**config.mk**
```make
export PLATFORM = sky130hd
export DESIGN_NAME = csr_bridge
export DESIGN_NICKNAME = d
export VERILOG_FILES = /design/src/rtl/csr_bridge_pkg.sv /design/src/rtl/csr_bridge.sv
export SDC_FILE = /design/constraint.sdc
export NUM_CORES = 1
export LEC_CHECK = 0
export BUFFER_PORTS_ARGS = -buffer_cell sky130_fd_sc_hd__buf_2
export CAP_MARGIN = 25
export CORE_MARGIN = 2
export CORE_UTILIZATION = 60
export DETAILED_ROUTE_END_ITERATION = 8
export GPL_ROUTABILITY_DRIVEN = 1
export GPL_TIMING_DRIVEN = 0
export PLACE_DENSITY_LB_ADDON = 0.3
export SYNTH_ARGS = -nofsm -noshare
export SYNTH_HDL_FRONTEND = slang
export SYNTH_SLANG_ARGS = --single-unit
```
**constraint.sdc**
```tcl
create_clock -name clk -period 5.1 [get_ports clk]
set_input_delay 0.51 -clock clk [delete_from_list [all_inputs] [get_ports clk]]
set_output_delay 0.51 -clock clk [all_outputs]
set_load 0.03 [all_outputs]
```
**src/rtl/csr_bridge_pkg.sv**
```systemverilog
// Shared types and constants for the byte-stream CSR bridge and the CSR responders.
package csr_bridge_pkg;

  localparam logic [11:0] IDLE_ADDR = 12'h000;

  localparam logic [1:0] OP_READ  = 2'b00;
  localparam logic [1:0] OP_WRITE = 2'b01;
  localparam logic [1:0] OP_SET   = 2'b10;
  localparam logic [1:0] OP_CLEAR = 2'b11;

  localparam logic [7:0] ST_OK       = 8'h00;
  localparam logic [7:0] ST_NORESP   = 8'h01;
  localparam logic [7:0] ST_RESERVED = 8'h02;

  localparam logic [2:0] MOD_NONE  = 3'b000;
  localparam logic [2:0] MOD_WRITE = 3'b001;
  localparam logic [2:0] MOD_SET   = 3'b010;
  localparam logic [2:0] MOD_CLEAR = 3'b011;

  typedef enum logic [2:0] {
    S_RX_OP, S_RX_AL, S_RX_AH, S_RX_DATA,
    S_BUS_ADDR, S_BUS_EXEC, S_BUS_CAPT, S_TX
  } state_e;

  // Opcode field maps straight onto the modify encoding.
  function automatic logic [2:0] op_to_mod(input logic [1:0] op);
    return {1'b0, op};
  endfunction

endpackage

```
**src/rtl/csr_bridge.sv**
```systemverilog
// Host byte-stream to CSR bus initiator: parse command, run one D/E/M access,
// return a 5-byte status + read-data response.
module csr_bridge
  import csr_bridge_pkg::*;
(
  input  logic        clk,
  input  logic        rstn,
  input  logic        in_valid,
  input  logic [7:0]  in_data,
  output logic        in_ready,
  output logic        out_valid,
  output logic [7:0]  out_data,
  input  logic        out_ready,
  output logic [11:0] csr_addr,
  output logic        csr_read,
  output logic [2:0]  csr_modify,
  output logic [31:0] csr_wdata,
  input  logic [31:0] csr_rdata,
  input  logic        csr_valid,
  output logic        busy
);

  state_e          state_q;
  logic            in_ready_q, out_valid_q, read_q, busy_q, rsv_q;
  logic [7:0]      out_data_q;
  logic [11:0]     addr_q, tgt_q;
  logic [2:0]      modify_q, cnt_q;
  logic [31:0]     wdata_q;
  logic [1:0]      op_q;
  logic [3:0][7:0] wbuf_q, rdata_q;
  logic            in_acc, out_acc;

  assign in_acc  = in_valid & in_ready_q;
  assign out_acc = out_valid_q & out_ready;

  always_ff @(posedge clk) begin
    if (!rstn) begin
      state_q     <= S_RX_OP;
      in_ready_q  <= 1'b1;
      out_valid_q <= 1'b0;
      out_data_q  <= '0;
      addr_q      <= IDLE_ADDR;
      read_q      <= 1'b0;
      modify_q    <= MOD_NONE;
      wdata_q     <= '0;
      busy_q      <= 1'b0;
      op_q        <= OP_READ;
      rsv_q       <= 1'b0;
      tgt_q       <= '0;
      wbuf_q      <= '0;
      rdata_q     <= '0;
      cnt_q       <= '0;
    end else begin
      case (state_q)
        S_RX_OP: if (in_acc) begin
          op_q    <= in_data[1:0];
          rsv_q   <= |in_data[7:2];
          wbuf_q  <= '0;
          state_q <= S_RX_AL;
        end
        S_RX_AL: if (in_acc) begin
          tgt_q[7:0] <= in_data;
          state_q    <= S_RX_AH;
        end
        S_RX_AH: if (in_acc) begin
          tgt_q[11:8] <= in_data[3:0];
          cnt_q       <= '0;
          if (rsv_q) begin
            // Reserved opcode: skip the bus entirely and answer straight away.
            in_ready_q  <= 1'b0;
            out_valid_q <= 1'b1;
            out_data_q  <= ST_RESERVED;
            rdata_q     <= '0;
            state_q     <= S_TX;
          end else if (op_q != OP_READ) begin
            state_q <= S_RX_DATA;
          end else begin
            in_ready_q <= 1'b0;
            addr_q     <= {in_data[3:0], tgt_q[7:0]};
            busy_q     <= 1'b1;
            state_q    <= S_BUS_ADDR;
          end
        end
        S_RX_DATA: if (in_acc) begin
          wbuf_q[cnt_q[1:0]] <= in_data;
          cnt_q              <= cnt_q + 3'd1;
          if (cnt_q == 3'd3) begin
            in_ready_q <= 1'b0;
            addr_q     <= tgt_q;
            busy_q     <= 1'b1;
            state_q    <= S_BUS_ADDR;
          end
        end
        S_BUS_ADDR: begin
          addr_q   <= IDLE_ADDR;
          read_q   <= 1'b1;
          modify_q <= op_to_mod(op_q);
          wdata_q  <= wbuf_q;
          state_q  <= S_BUS_EXEC;
        end
        S_BUS_EXEC: begin
          read_q   <= 1'b0;
          modify_q <= MOD_NONE;
          wdata_q  <= '0;
          state_q  <= S_BUS_CAPT;
        end
        S_BUS_CAPT: begin
          // Responders present M-stage data now; capture it with the status.
          busy_q      <= 1'b0;
          out_valid_q <= 1'b1;
          out_data_q  <= csr_valid ? ST_OK : ST_NORESP;
          rdata_q     <= csr_valid ? csr_rdata : '0;
          cnt_q       <= '0;
          state_q     <= S_TX;
        end
        S_TX: if (out_acc) begin
          cnt_q <= cnt_q + 3'd1;
          if (cnt_q == 3'd4) begin
            out_valid_q <= 1'b0;
            out_data_q  <= '0;
            in_ready_q  <= 1'b1;
            state_q     <= S_RX_OP;
          end else begin
            out_data_q <= rdata_q[cnt_q[1:0]];
          end
        end
        default: state_q <= S_RX_OP;
      endcase
    end
  end

  assign in_ready   = in_ready_q;
  assign out_valid  = out_valid_q;
  assign out_data   = out_data_q;
  assign csr_addr   = addr_q;
  assign csr_read   = read_q;
  assign csr_modify = modify_q;
  assign csr_wdata  = wdata_q;
  assign busy       = busy_q;

endmodule

```
==> results of run 1 <==
[worst reg2reg max path: stages (launching register included)]
cell                       delay, ns
sky130_fd_sc_hd__dfxtp_1        0.38
sky130_fd_sc_hd__clkbuf_1       0.47
sky130_fd_sc_hd__inv_1          0.15
sky130_fd_sc_hd__ha_1           0.23
sky130_fd_sc_hd__and3_1         0.18
sky130_fd_sc_hd__o21ai_1        0.52
sky130_fd_sc_hd__a22oi_1        0.17
sky130_fd_sc_hd__nor2_1         0.14
[cell type report]
| type | count | area [um2] | area share [%] |
|---|---|---|---|
| flip-flops and latches | 143 | 2860 | 40.2 |
| clock inverters | 12 | 136 | 1.92 |
| well taps | 133 | 166 | 2.34 |
| repair buffers | 97 | 485 | 6.82 |
| plain buffers | 56 | 308 | 4.33 |
| inverters | 14 | 52.6 | 0.739 |
| multi-input cells | 420 | 2680 | 37.6 |
| clock buffers | 20 | 425 | 5.98 |
[layer usage]
layer  share of wire (%)  wire [um]  vias to the layer above  track usage, %
li1                    -          -                     2460               -
met1                  41       6410                     2531            39.1
met2                  49       7750                      236            51.0
met3                 7.2       1130                       48            6.38
met4                 2.6        415                        0            13.2
met5                   0          0                        -               0
[power breakdown]
| part | internal, W | total (W) | switching, W |
|---|---|---|---|
| combinational | 0.0000689 | 0.000224 | 0.000155 |
| clock | 0.000701 | 0.00119 | 0.000487 |
| sequential | 0.00113 | 0.00114 | 0.00000914 |
| total | 0.00190 | 0.00255 | 0.000651 |
[worst max-delay path by stage]
stage / end / slack (ns) / cells after the start
after floorplan: state_q[1] / 3.35 / 7
after global placement: wbuf_q[5] / 3.00 / 7
after detailed placement: wbuf_q[11] / 2.90 / 7
after CTS: wbuf_q[11] / 2.85 / 7
after global routing: wbuf_q[0] / 2.69 / 7
final: wbuf_q[11] / 2.80 / 7
[flip-flops by register name (all words and copies together), names as in the netlist, 2 cells and up]
register / flops
op_q: 2
out_data: 8
csr_wdata: 32
state_q: 3
rdata_q: 32
cnt_q: 3
csr_modify: 2
wbuf_q: 32
csr_addr: 12
tgt_q: 12
[cells by family (layout without fill, tap and decap cells)]
| family | after synthesis | count (layout) |
|---|---|---|
| AO/OA/AOI/OAI | 152 | 152 |
| buffers and inverters | 70 | 199 |
| flip-flops | 143 | 143 |
| other | 1 | 1 |
| multiplexers | 31 | 31 |
| adder cells (fa/ha/maj) | 5 | 5 |
| AND/OR/NAND/NOR | 231 | 231 |
[metrics by stage]
step	hold WS, ns	util [%]	setup slack, ns	total power [W]	area (um2)
finish	0.214	73.8	2.80	0.00255	7120
CTS	0.210	73.8	2.85	0.00255	7120
global route	0.221	73.8	2.69	0.00262	7120
floorplan	0.434	-	3.35	0.00131	5900
detailed placement	0.446	68.0	2.90	0.00138	6550
global placement	0.442	68.0	3.00	0.00138	6550
[synth_stat cells (all sizes together)]
| library cell | number |
|---|---|
| dfxtp | 143 |
| nor2 | 114 |
| a22oi | 65 |
| a21oi | 45 |
| nand2 | 43 |
| nor3b | 33 |
| buf | 31 |
| clkbuf | 25 |
| mux2i | 23 |
| o21ai | 16 |
| inv | 14 |
| and3 | 10 |
| nand3 | 10 |
| mux4 | 8 |
| o2bb2ai | 7 |
| or3 | 6 |
| ha | 5 |
| nand2b | 4 |
| o2111ai | 4 |
| a211oi | 3 |
| nand3b | 2 |
| nand4 | 2 |
| nor2b | 2 |
| o31a | 2 |
| o31ai | 2 |
| a2111oi | 1 |
| a21boi | 1 |
| a21o | 1 |
| a221oi | 1 |
| a31oi | 1 |
| a32o | 1 |
| and2 | 1 |
| and3b | 1 |
| conb | 1 |
| nand4b | 1 |
| nor4 | 1 |
| o22ai | 1 |
| o32ai | 1 |
| or4 | 1 |
==> Flow_metrics.wiki, run 1 <==
{| class="wikitable"
! Metric !! Value
|-
| Count of synthesis-stage warnings from yosys || 0
|-
| Reg-to-Reg End || wbuf_q[11]
|-
| Cell type group with the largest total delay on the critical path || compound AO/OA/AOI/OAI gates
|-
| Number of buffers inserted during clock tree synthesis || 17
|-
| Clk sink count || 143
|-
| Synth Area in XOR/XNOR || 0%
|-
| Dominant cell type by area after synthesis || sky130_fd_sc_hd__dfxtp_1
|-
| Req. time, crit path || 5.56 ns
|-
| Startpoint of the most critical setup path || cnt_q[1]
|-
| Chip Height || 103 um
|-
| Top cell type's share of synthesized area || 48.5%
|-
| Cell types occupying the most area after synthesis || sky130_fd_sc_hd__dfxtp_1, sky130_fd_sc_hd__a22oi_1, sky130_fd_sc_hd__nor2_1
|-
| Share of the yosys chip area belonging to registers || 48.5%
|-
| HPWL Detailed || 10.9 mm
|-
| Slew at the pin closest to its max-slew limit || 0.654 ns
|-
| Number of ports placed on the die boundary || 104
|-
| Pin count of the biggest net entering global routing || 17
|-
| Total congestion overflow after global routing || 0
|-
| Layout cell share with drive strength beyond 1 || 23.1%
|-
| Power density of the placed cells || 359 nW/um2
|-
| Unrepaired setup endpoints after global routing || false
|-
| Per-cell routed wire length || about 18 um
|-
| Synthesized instance count || about 630
|-
| GR Util All Layers || 30.7%
|-
| Status || finished, final reports clean
|-
| Leakage || 2.85 nW
|-
| X dimension of the die || 103 um
|-
| Endpoint with the worst hold slack || rdata_q[8]
|-
| Final Slew Violations || 0
|-
| Placed instance count || 863
|-
| Average size of a mapped cell || 9.32 um2
|-
| Initial antenna violation count || 0
|-
| Simple-gate share of the synthesized area || 19.4%
|-
| Number of nets in the layout || 799
|-
| Number of maximum-capacitance constraint violations || 0
|-
| Total number of vias || 5275
|-
| TritonCTS clock tree || done
|-
| Cell with the biggest individual delay on the critical path || sky130_fd_sc_hd__o21ai_1
|-
| # diodes || 0
|-
| Crit path cell chain || clkbuf_1, inv_1, ha_1, and3_1, o21ai_1, a22oi_1, nor2_1
|-
| Number of detailed-route iterations in the first pass || 6
|-
| Vias in the first global route || 5123
|-
| Total negative slack for setup checks || 0 ns
|-
| Final RePlAce weighted congestion || between 0.8 and 0.9
|-
| Total of hold buffers inserted after clock tree synthesis || 0
|-
| Worst reg2reg setup slack || between 2 and 3 ns
|-
| Commonest cells after routing, fill and taps aside || sky130_fd_sc_hd__dfxtp_1, sky130_fd_sc_hd__nor2_1, sky130_fd_sc_hd__buf_2
|-
| Initial core utilization || 61.2%
|-
| Arithmetic-cell share of the synthesized area counting full adders, half adders and majority gates || 1.06%
|-
| Fmax || 434 MHz
|-
| Count of input and output buffers || 97
|-
| Arrival time at the worst endpoint || 2.77 ns
|-
| Commonest non-fill, non-tap cell in the layout || sky130_fd_sc_hd__dfxtp_1
|-
| DRC violation count after routing || 0
|-
| Type of the worst min-delay path || primary input to flop
|-
| Worst vdd ir || 0.208 mV
|-
| Number of cell rows || 36
|-
| Worst Skew || 0.00830 ns
|-
| Largest stage delay on the critical path || roughly 0.52 ns
|-
| Total of cells resized after clock tree synthesis || 0
|-
| Wirelength, routed || about 16 mm
|-
| Number of hold violations in the final report || 0
|-
| Deepest level of the CTS H-tree || 4
|-
| Bufs and invs on worst path || 2
|-
| Crit Path Category || flop to flop
|-
| First-pass GRT wire length || 24.9 mm
|-
| RR Startpoint || cnt_q[1]
|-
| Layout overhead on the synthesized area || 20.6%
|-
| Startpoint of the most critical hold path || csr_rdata[8]
|-
| Syn Std Cell Area || 5900 um2
|-
| Worst reg2reg path depth || 7
|-
| Post-route non-filler standard cell count || 895
|-
| Final critical-path required period || 2.30 ns
|-
| Final worst-path cycle share || 45.2%
|-
| Synthesized netlist net count || 683
|-
| Deepest clock path buffer count || 2
|-
| Count of different cell masters after synthesis || 55
|-
| Layout filler cell count || about 710
|-
| Post-synthesis compound-gate area fraction || 17.9%
|-
| Count of routing violations after the opening detailed-route iteration || 416
|-
| Floorplan Core Area || 9640 um2
|-
| Final setup fails || 0
|-
| #FFs+latches synth || 143
|-
| Setup Buffers After CTS || 0
|-
| Clock tree root buffer cell || sky130_fd_sc_hd__clkbuf_8
|-
| Post-CTS clock slew at the launch and capture registers of the worst setup and hold paths || 0.06 ns
|-
| Largest family of logic cells by synthesized area || simple AND/OR/NAND/NOR gates
|-
| Max_slew headroom || 56.1%
|-
| Share of cell area taken by muxes after synthesis || 6.95%
|-
| Worst Setup End Kind || flop
|-
| Count of cells along the worst hold path || 3
|-
| Type of origin of the critical path || flop
|-
| Die Area || between 10000 and 15000 um2
|-
| Clock latency of the later-clocked register in the worst-skew pair || 0.53 ns
|-
| Top fanout value on the critical path || 10
|-
| Vias per inst || approximately 5.9
|-
| Post-route antenna net violation count || 0
|}
No activity file was read; power rests on OpenSTA's default activity.
==> run 2, diff against run 1 <==
--- a/config.mk
+++ b/config.mk
@@ -5,10 +5,11 @@
 export SDC_FILE = /design/constraint.sdc
 export NUM_CORES = 1
 export LEC_CHECK = 0
+export ABC_AREA = 1
 export BUFFER_PORTS_ARGS = -buffer_cell sky130_fd_sc_hd__buf_2
 export CAP_MARGIN = 25
 export CORE_MARGIN = 2
-export CORE_UTILIZATION = 60
+export CORE_UTILIZATION = 50
 export DETAILED_ROUTE_END_ITERATION = 8
 export GPL_ROUTABILITY_DRIVEN = 1
 export GPL_TIMING_DRIVEN = 0
==> constraint.sdc (replaced) <==
create_clock -name clk -period 1.9 [get_ports clk]
set_input_delay 0.19 -clock clk [delete_from_list [all_inputs] [get_ports clk]]
set_output_delay 0.19 -clock clk [all_outputs]
set_load 0.03 [all_outputs]
==> run 2 against run 1 <==
Against the previous run: sequential power grew to 3.1 times the previous value; critical path depth up 5; power increased to 3.8 times the previous value; setup slack got worse by 2.7 ns; synthesized area down 0.89%; core utilization decreased by 11 points; non-clock buffer count decreased by 11; design area rose by 0.47%; critical path type unchanged; highest routed layer unchanged.
==> Flow_metrics.wiki, run 2 <==
{| class="wikitable"
! Metric !! Value
|-
| Floorplan Core Area || ~11000 um2
|-
| Bufs and invs on worst path || 4
|-
| Cell-internal power || 0.00609 W
|-
| Cell type group with the largest total delay on the critical path || simple AND/OR/NAND/NOR gates
|-
| Cell with the biggest individual delay on the critical path || sky130_fd_sc_hd__dfxtp_2
|-
| Deepest clock path buffer count || 2
|-
| Initial core utilization || between 50% and 60%
|-
| Per-cell routed wire length || 13.7 um
|-
| Top_reg_cell synth || sky130_fd_sc_hd__dfxtp_1
|-
| Synth Area in XOR/XNOR || 0%
|-
| Fmax || roughly 570 MHz
|-
| TritonCTS clock tree || done
|-
| Final RePlAce weighted congestion || 0.894
|-
| DRC violation count after routing || 0
|-
| Fraction of power spent switching nets || 36.9%
|-
| Layout overhead on the synthesized area || 22.2%
|-
| Post-route antenna net violation count || 0
|-
| Deepest level of the CTS H-tree || 4
|-
| Number of hold violations in the final report || 0
|-
| Die Area || 12600 um2
|-
| Post-CTS clock slew at the launch and capture registers of the worst setup and hold paths || 0.06 ns
|-
| Clock latency of the later-clocked register in the worst-skew pair || 0.42 ns
|-
| Simple-gate share of the synthesized area || 29.5%
|-
| Top cell type's share of synthesized area || 48.9%
|-
| Total number of vias || ~5.6k
|-
| Max_slew headroom || 58.7%
|-
| Final worst-path cycle share || between 90 and 100%
|-
| Chip Height || 112 um
|-
| Leakage || between 3 and 4 nW
|-
| Type of origin of the critical path || flop
|-
| Reported net switching power || 0.00356 W
|-
| Total of hold buffers inserted after clock tree synthesis || 0
|-
| Min setup slack post-route || roughly 0.13 ns
|-
| Count of synthesis-stage warnings from yosys || 0
|-
| Unrepaired setup endpoints after global routing || false
|-
| Synthesized netlist net count || about 870
|-
| Largest stage delay on the critical path || ~0.34 ns
|-
| Layout filler cell count || around 1.1k
|-
| Number of ports placed on the die boundary || 104
|-
| Comb power frac || 31.7%
|-
| Slew at the pin closest to its max-slew limit || between 0.6 and 0.7 ns
|-
| Proportion of register bits with asynchronous set or reset after synthesis || 0%
|-
| Final-layout worst hold slack || 0.0176 ns
|-
| Share of the yosys chip area belonging to registers || 48.9%
|-
| Largest family of logic cells by synthesized area || simple AND/OR/NAND/NOR gates
|-
| Syn Std Cell Area || 5850 um2
|-
| Synthesized instance count || between 800 and 900
|-
| Crit path cell chain || buf_6, inv_4, clkbuf_8, ha_4, nand2_1, inv_1, nor2_4, a21oi_4, nand2_2, nand2_1, nand2_1, nor2_2
|-
| Cell with the most instances after synthesis || sky130_fd_sc_hd__nand2_1
|-
| Crit Path Category || flop to flop
|-
| Worst Skew || 0.00820 ns
|-
| Clk sink count || 143
|-
| Type of the worst min-delay path || primary input to flop
|-
| Worst vdd ir || 0.997 mV
|-
| Vias in the first global route || 5114
|-
| Cell types occupying the most area after synthesis || sky130_fd_sc_hd__dfxtp_1, sky130_fd_sc_hd__nand2_1, sky130_fd_sc_hd__a21oi_1
|-
| Clock tree root buffer cell || sky130_fd_sc_hd__clkbuf_16
|-
| # diodes || 0
|-
| Placement-stage worst setup slack || -0.390 ns
|-
| Initial antenna violation count || 0
|-
| Post-synthesis compound-gate area fraction || 13.9%
|-
| Arithmetic-cell share of the synthesized area counting full adders, half adders and majority gates || 1.07%
|-
| X dimension of the die || roughly 110 um
|-
| Commonest non-fill, non-tap cell in the layout || sky130_fd_sc_hd__nand2_1
|-
| Count of different cell masters after synthesis || 26
|-
| Layout cell share with drive strength beyond 1 || 18.4%
|-
| Count of routing violations after the opening detailed-route iteration || 428
|-
| Number of detailed-route iterations in the first pass || 5
|-
| Final setup fails || 0
|-
| Sequential Area || between 2000 and 3000 um2
|-
| Share of cell area taken by muxes after synthesis || 0%
|-
| Status || finished, final reports clean
|-
| Worst Setup End Kind || flop
|-
| Wirelength, routed || 15.0 mm
|-
| Share of power burned in registers || 36.9%
|-
| Number of maximum-capacitance constraint violations || 0
|-
| #FFs+latches synth || 143
|-
| Commonest cells after routing, fill and taps aside || sky130_fd_sc_hd__nand2_1, sky130_fd_sc_hd__dfxtp_1, sky130_fd_sc_hd__buf_2
|-
| Clock share of power || 31.4%
|-
| HPWL Detailed || between 10 and 15 mm
|-
| Fin util || 62.6%
|-
| GR Util All Layers || 24.5%
|-
| First-pass GRT wire length || 24.4 mm
|-
| EDFF count, synth || 0
|-
| Req. time, crit path || 2.25 ns
|-
| Most prevalent standard cell on the critical path || sky130_fd_sc_hd__nand2_1
|-
| Power density of the placed cells || 1350 nW/um2
|-
| Final critical-path required period || roughly 1.8 ns
|-
| Vias per inst || 5.11
|-
| Top fanout value on the critical path || 11
|-
| Most frequent cells after synthesis || sky130_fd_sc_hd__nand2_1, sky130_fd_sc_hd__dfxtp_1, sky130_fd_sc_hd__a21oi_1, sky130_fd_sc_hd__nor2_1, sky130_fd_sc_hd__inv_1
|-
| Arrival time at the worst endpoint || between 2 and 2.5 ns
|-
| Dominant cell type by area after synthesis || sky130_fd_sc_hd__dfxtp_1
|-
| Pin count of the biggest net entering global routing || 17
|-
| Number of cell rows || 39
|-
| Total congestion overflow after global routing || 0
|-
| Average size of a mapped cell || 7.12 um2
|-
| Final Slew Violations || 0
|-
| Number of buffers inserted during clock tree synthesis || 17
|-
| Count of input and output buffers || 100
|-
| Footprint of the multi-input gates || 2650 um2
|-
| Number of nets in the layout || 993
|}
## run 2: final timing paths
kind | depth (start not counted) | slack (ns) | end | startpoint
min | 3 | 0.02 | rdata_q[13] | csr_rdata[13]
min reg2reg | 2 | 0.45 | busy | busy
max reg2reg | 12 | 0.13 | state_q[1] | cnt_q[0]
max | 12 | 0.13 | state_q[1] | cnt_q[0]
## run 2: timing repair
action | 4_1_cts | 5_1_grt
buffers inserted | 2 | 0
endpoints found under the setup margin | 26 | 35
pin swaps | 1 | 1
gates resized for setup | 7 | 12
## run 2: final cells by class
class | count | share of cell area, %
Clock inverter | 6 | 0.858
Clock buffer | 24 | 6.60
Buffer | 40 | 2.78
Multi-Input combinational cell | 585 | 37.0
Sequential cell | 143 | 40.1
Inverter | 54 | 2.92
Timing Repair Buffer | 102 | 7.21
Tap cell | 143 | 2.50
## run 2: per-layer routing
layer / track usage, % / up-vias / part of all wire (%)
met5: 0 / - / 0
met4: 10.0 / 0 / 2.1
met3: 6.80 / 29 / 6.6
met2: 39.0 / 186 / 46
met1: 31.5 / 2532 / 45
li1: - / 2862 / -
## run 2: logic make-up after synthesis
group	Yosys count
compound gates	154
other cells	1
simple gates	425
fa+ha+maj	5
buf+inv	94
flops	143
## run 2: through the flow
stage               setup TNS, ns  total power, W  cells  instance area [um2]
global placement            -2.23         0.00655   1065                 6530
detailed placement          -2.32         0.00657   1065                 6530
CTS                             0         0.00963   1097                 7100
floorplan                       0         0.00578    822                 5850
global route                    0          0.0102   1097                 7150
finish                          0         0.00966   1097                 7150
## run 2: worst reg2reg max path: cells and delay by family, from the launching register on
| kind | cells | cell delay [ns] |
|---|---|---|
| AOI/OAI and AO/OA | 1 | 0.18 |
| DFF | 1 | 0.34 |
| adders and majority gates | 1 | 0.15 |
| buffers and inverters | 4 | 0.51 |
| and+or+nand+nor | 6 | 0.53 |
## run 2: power groups by stage
stage	logic, W	clock network, W	registers, W
after floorplan	0.00180	0	0.00399
after global placement	0.00294	0	0.00361
after detailed placement	0.00295	0	0.00362
after CTS	0.00300	0.00307	0.00356
after global routing	0.00342	0.00322	0.00360
final	0.00306	0.00303	0.00356
==> run 3, diff against run 2 <==
--- a/config.mk
+++ b/config.mk
@@ -8,12 +8,14 @@
 export ABC_AREA = 1
 export BUFFER_PORTS_ARGS = -buffer_cell sky130_fd_sc_hd__buf_2
 export CAP_MARGIN = 25
+export CELL_PAD_IN_SITES_DETAIL_PLACEMENT = 1
+export CELL_PAD_IN_SITES_GLOBAL_PLACEMENT = 1
 export CORE_MARGIN = 2
-export CORE_UTILIZATION = 50
+export CORE_UTILIZATION = 36
 export DETAILED_ROUTE_END_ITERATION = 8
 export GPL_ROUTABILITY_DRIVEN = 1
 export GPL_TIMING_DRIVEN = 0
-export PLACE_DENSITY_LB_ADDON = 0.3
+export PLACE_DENSITY = 0.74
 export SYNTH_ARGS = -nofsm -noshare
 export SYNTH_HDL_FRONTEND = slang
 export SYNTH_SLANG_ARGS = --single-unit
==> run 3 against run 2 <==
Against the previous run: sequential power about the same; critical path type unchanged; global-route usage decreased by 3.3 points; first-iteration DRC count decreased by 41%.
==> Flow_metrics.wiki, run 3 (same netlist as run 2, synthesis figures left out) <==
{| class="wikitable"
! Metric !! Value
|-
| Status || finished, final reports clean
|-
| Total number of vias || 5695
|-
| Final setup fails || 0
|-
| Power density of the placed cells || 1390 nW/um2
|-
| Most prevalent standard cell on the critical path || sky130_fd_sc_hd__nand2_1
|-
| Deepest clock path buffer count || 2
|-
| Post-CTS clock slew at the launch and capture registers of the worst setup and hold paths || about 0.06 ns
|-
| Number of hold violations in the final report || 0
|-
| Reported net switching power || 0.00381 W
|-
| Final worst-path cycle share || roughly 94%
|-
| Floorplan Core Area || about 16000 um2
|-
| Clock tree root buffer cell || sky130_fd_sc_hd__clkbuf_16
|-
| Number of maximum-capacitance constraint violations || 0
|-
| Layout overhead on the synthesized area || 26.0%
|-
| Post-route non-filler standard cell count || roughly 1.2k
|-
| Number of nets in the layout || approximately 1000
|-
| Max_slew headroom || 56.9%
|-
| Unrepaired setup endpoints after global routing || true
|-
| Type of the worst min-delay path || primary input to flop
|-
| Commonest cells after routing, fill and taps aside || sky130_fd_sc_hd__nand2_1, sky130_fd_sc_hd__dfxtp_1, sky130_fd_sc_hd__buf_2
|-
| Final Power || 0.0102 W
|-
| Worst Setup End Kind || flop
|-
| Commonest non-fill, non-tap cell in the layout || sky130_fd_sc_hd__nand2_1
|-
| Chip Height || 131 um
|-
| Final RePlAce weighted congestion || a little over 0.8
|-
| Crit Path Category || flop to flop
|-
| Req. time, crit path || about 2.3 ns
|-
| Number of buffers inserted during clock tree synthesis || 17
|-
| Worst Skew || 0.00951 ns
|-
| Clk sink count || approximately 140
|-
| Final Slew Violations || 0
|-
| Largest stage delay on the critical path || 0.35 ns
|-
| Number of cell rows || 46
|-
| Initial core utilization || 36.8%
|-
| Leakage || roughly 3.1 nW
|-
| Vias in the first global route || 5644
|-
| Top fanout value on the critical path || 10
|-
| Pin count of the biggest net entering global routing || 17
|-
| Final critical-path required period || ~1.8 ns
|-
| Cell with the biggest individual delay on the critical path || sky130_fd_sc_hd__dfxtp_1
|-
| Worst vdd ir || around 0.6 mV
|-
| GR Util All Layers || about a fifth
|-
| Count of routing violations after the opening detailed-route iteration || 252
|-
| Initial antenna violation count || 0
|-
| Type of origin of the critical path || flop
|-
| X dimension of the die || 131 um
|-
| Count of input and output buffers || 100
|-
| Arrival time at the worst endpoint || 2.15 ns
|-
| Vias per inst || 4.84
|-
| # diodes || 0
|-
| Crit path cell chain || buf_4, nor2_2, nand2_2, nand2_1, nand4_1, clkbuf_4, nand2_1, nand2_1, nor2_1
|-
| Share of power burned in registers || between 30% and 40%
|-
| Post-route antenna net violation count || 0
|-
| Die Area || 17300 um2
|-
| Placed instance count || between 1k and 1.5k
|-
| Number of ports placed on the die boundary || approximately 100
|-
| Slew at the pin closest to its max-slew limit || 0.647 ns
|-
| Total congestion overflow after global routing || 0
|-
| Cell-internal power || between 0.006 and 0.007 W
|-
| TritonCTS clock tree || done
|-
| Layout cell share with drive strength beyond 1 || 19.2%
|-
| Clock latency of the later-clocked register in the worst-skew pair || 0.43 ns
|-
| Number of detailed-route iterations in the first pass || 5
|-
| First-pass GRT wire length || just under 30 mm
|-
| Wirelength, routed || 18.0 mm
|-
| Clock share of power || between 30% and 40%
|-
| DRC violation count after routing || 0
|-
| Per-cell routed wire length || about 15 um
|-
| Comb power frac || 30.9%
|-
| Fraction of power spent switching nets || 37.2%
|-
| HPWL Detailed || about 13 mm
|-
| Fmax || between 500 and 600 MHz
|-
| Deepest level of the CTS H-tree || 4
|}
==> run 3: cell types whose count changed in the layout (fill, tap and decap cells not counted), sizes merged <==
cell and delta:
clkinv -2, bufinv +2, clkinvlp +4, inv +1, buf -1, dlygate4sd3 +2
==> run 3: path summary, 6_finish.rpt <==
kind | startpoint | endpoint | slack, ns | depth (start not counted)
max | state_q[1] | csr_addr[1] | 0.11 | 9
max reg2reg | state_q[1] | csr_addr[1] | 0.11 | 9
min | csr_rdata[3] | rdata_q[3] | 0.01 | 3
min reg2reg | busy | busy | 0.45 | 2
==> run 3: per-stage QoR <==
step                util (%)  TNS (ns)  hold WS [ns]  instance area (um2)  worst slack (ns)
floorplan                  -         0         0.338                 5850            0.0466
global placement        41.7     -5.81         0.440                 6620            -0.566
detailed placement      41.7     -6.80         0.451                 6620            -0.577
CTS                     46.0         0      0.000210                 7310           0.00290
global route            46.4    -0.166        0.0156                 7370           -0.0323
finish                  46.4         0        0.0114                 7370             0.115
==> run 3: layout make-up <==
class | instances | area, um2
plain buffers | 39 | 203
inverters | 54 | 210
well taps | 216 | 270
multi-input cells | 585 | 2640
clock inverters | 11 | 155
repair buffers | 107 | 562
fillers | 2084 | 8520
flip-flops and latches | 143 | 2870
clock buffers | 21 | 460
==> run 3: critical path, delay by kind of cell (launching register included) <==
kind,cells,cell delay (ns)
simple gates,7,0.95
buf+inv,2,0.42
flops,1,0.35
==> run 3: layer usage <==
| layer | vias to the layer above | routed length, um | global-route usage (%) |
|---|---|---|---|
| met5 | - | 0 | 0 |
| met4 | 0 | 448 | 9.06 |
| met3 | 32 | 726 | 3.82 |
| met2 | 123 | 8520 | 35.3 |
| met1 | 2672 | 8300 | 26.9 |
| li1 | 2868 | - | - |
==> run 3: what timing repair did <==
item / in CTS / in global routing
buffers inserted: 3 / 2
endpoints found under the setup margin: 29 / 87
pin swaps: 1 / 0
hold endpoints to repair: 2 / 0
gates resized for setup: 7 / 17
hold buffers: 2 / 0
==> run 3: power groups by stage <==
stage	clock network [W]	logic [W]	registers (W)
finish	0.00350	0.00316	0.00357
CTS	0.00354	0.00312	0.00357
floorplan	0	0.00180	0.00399
global route	0.00368	0.00355	0.00361
detailed placement	0	0.00307	0.00363
global placement	0	0.00303	0.00363
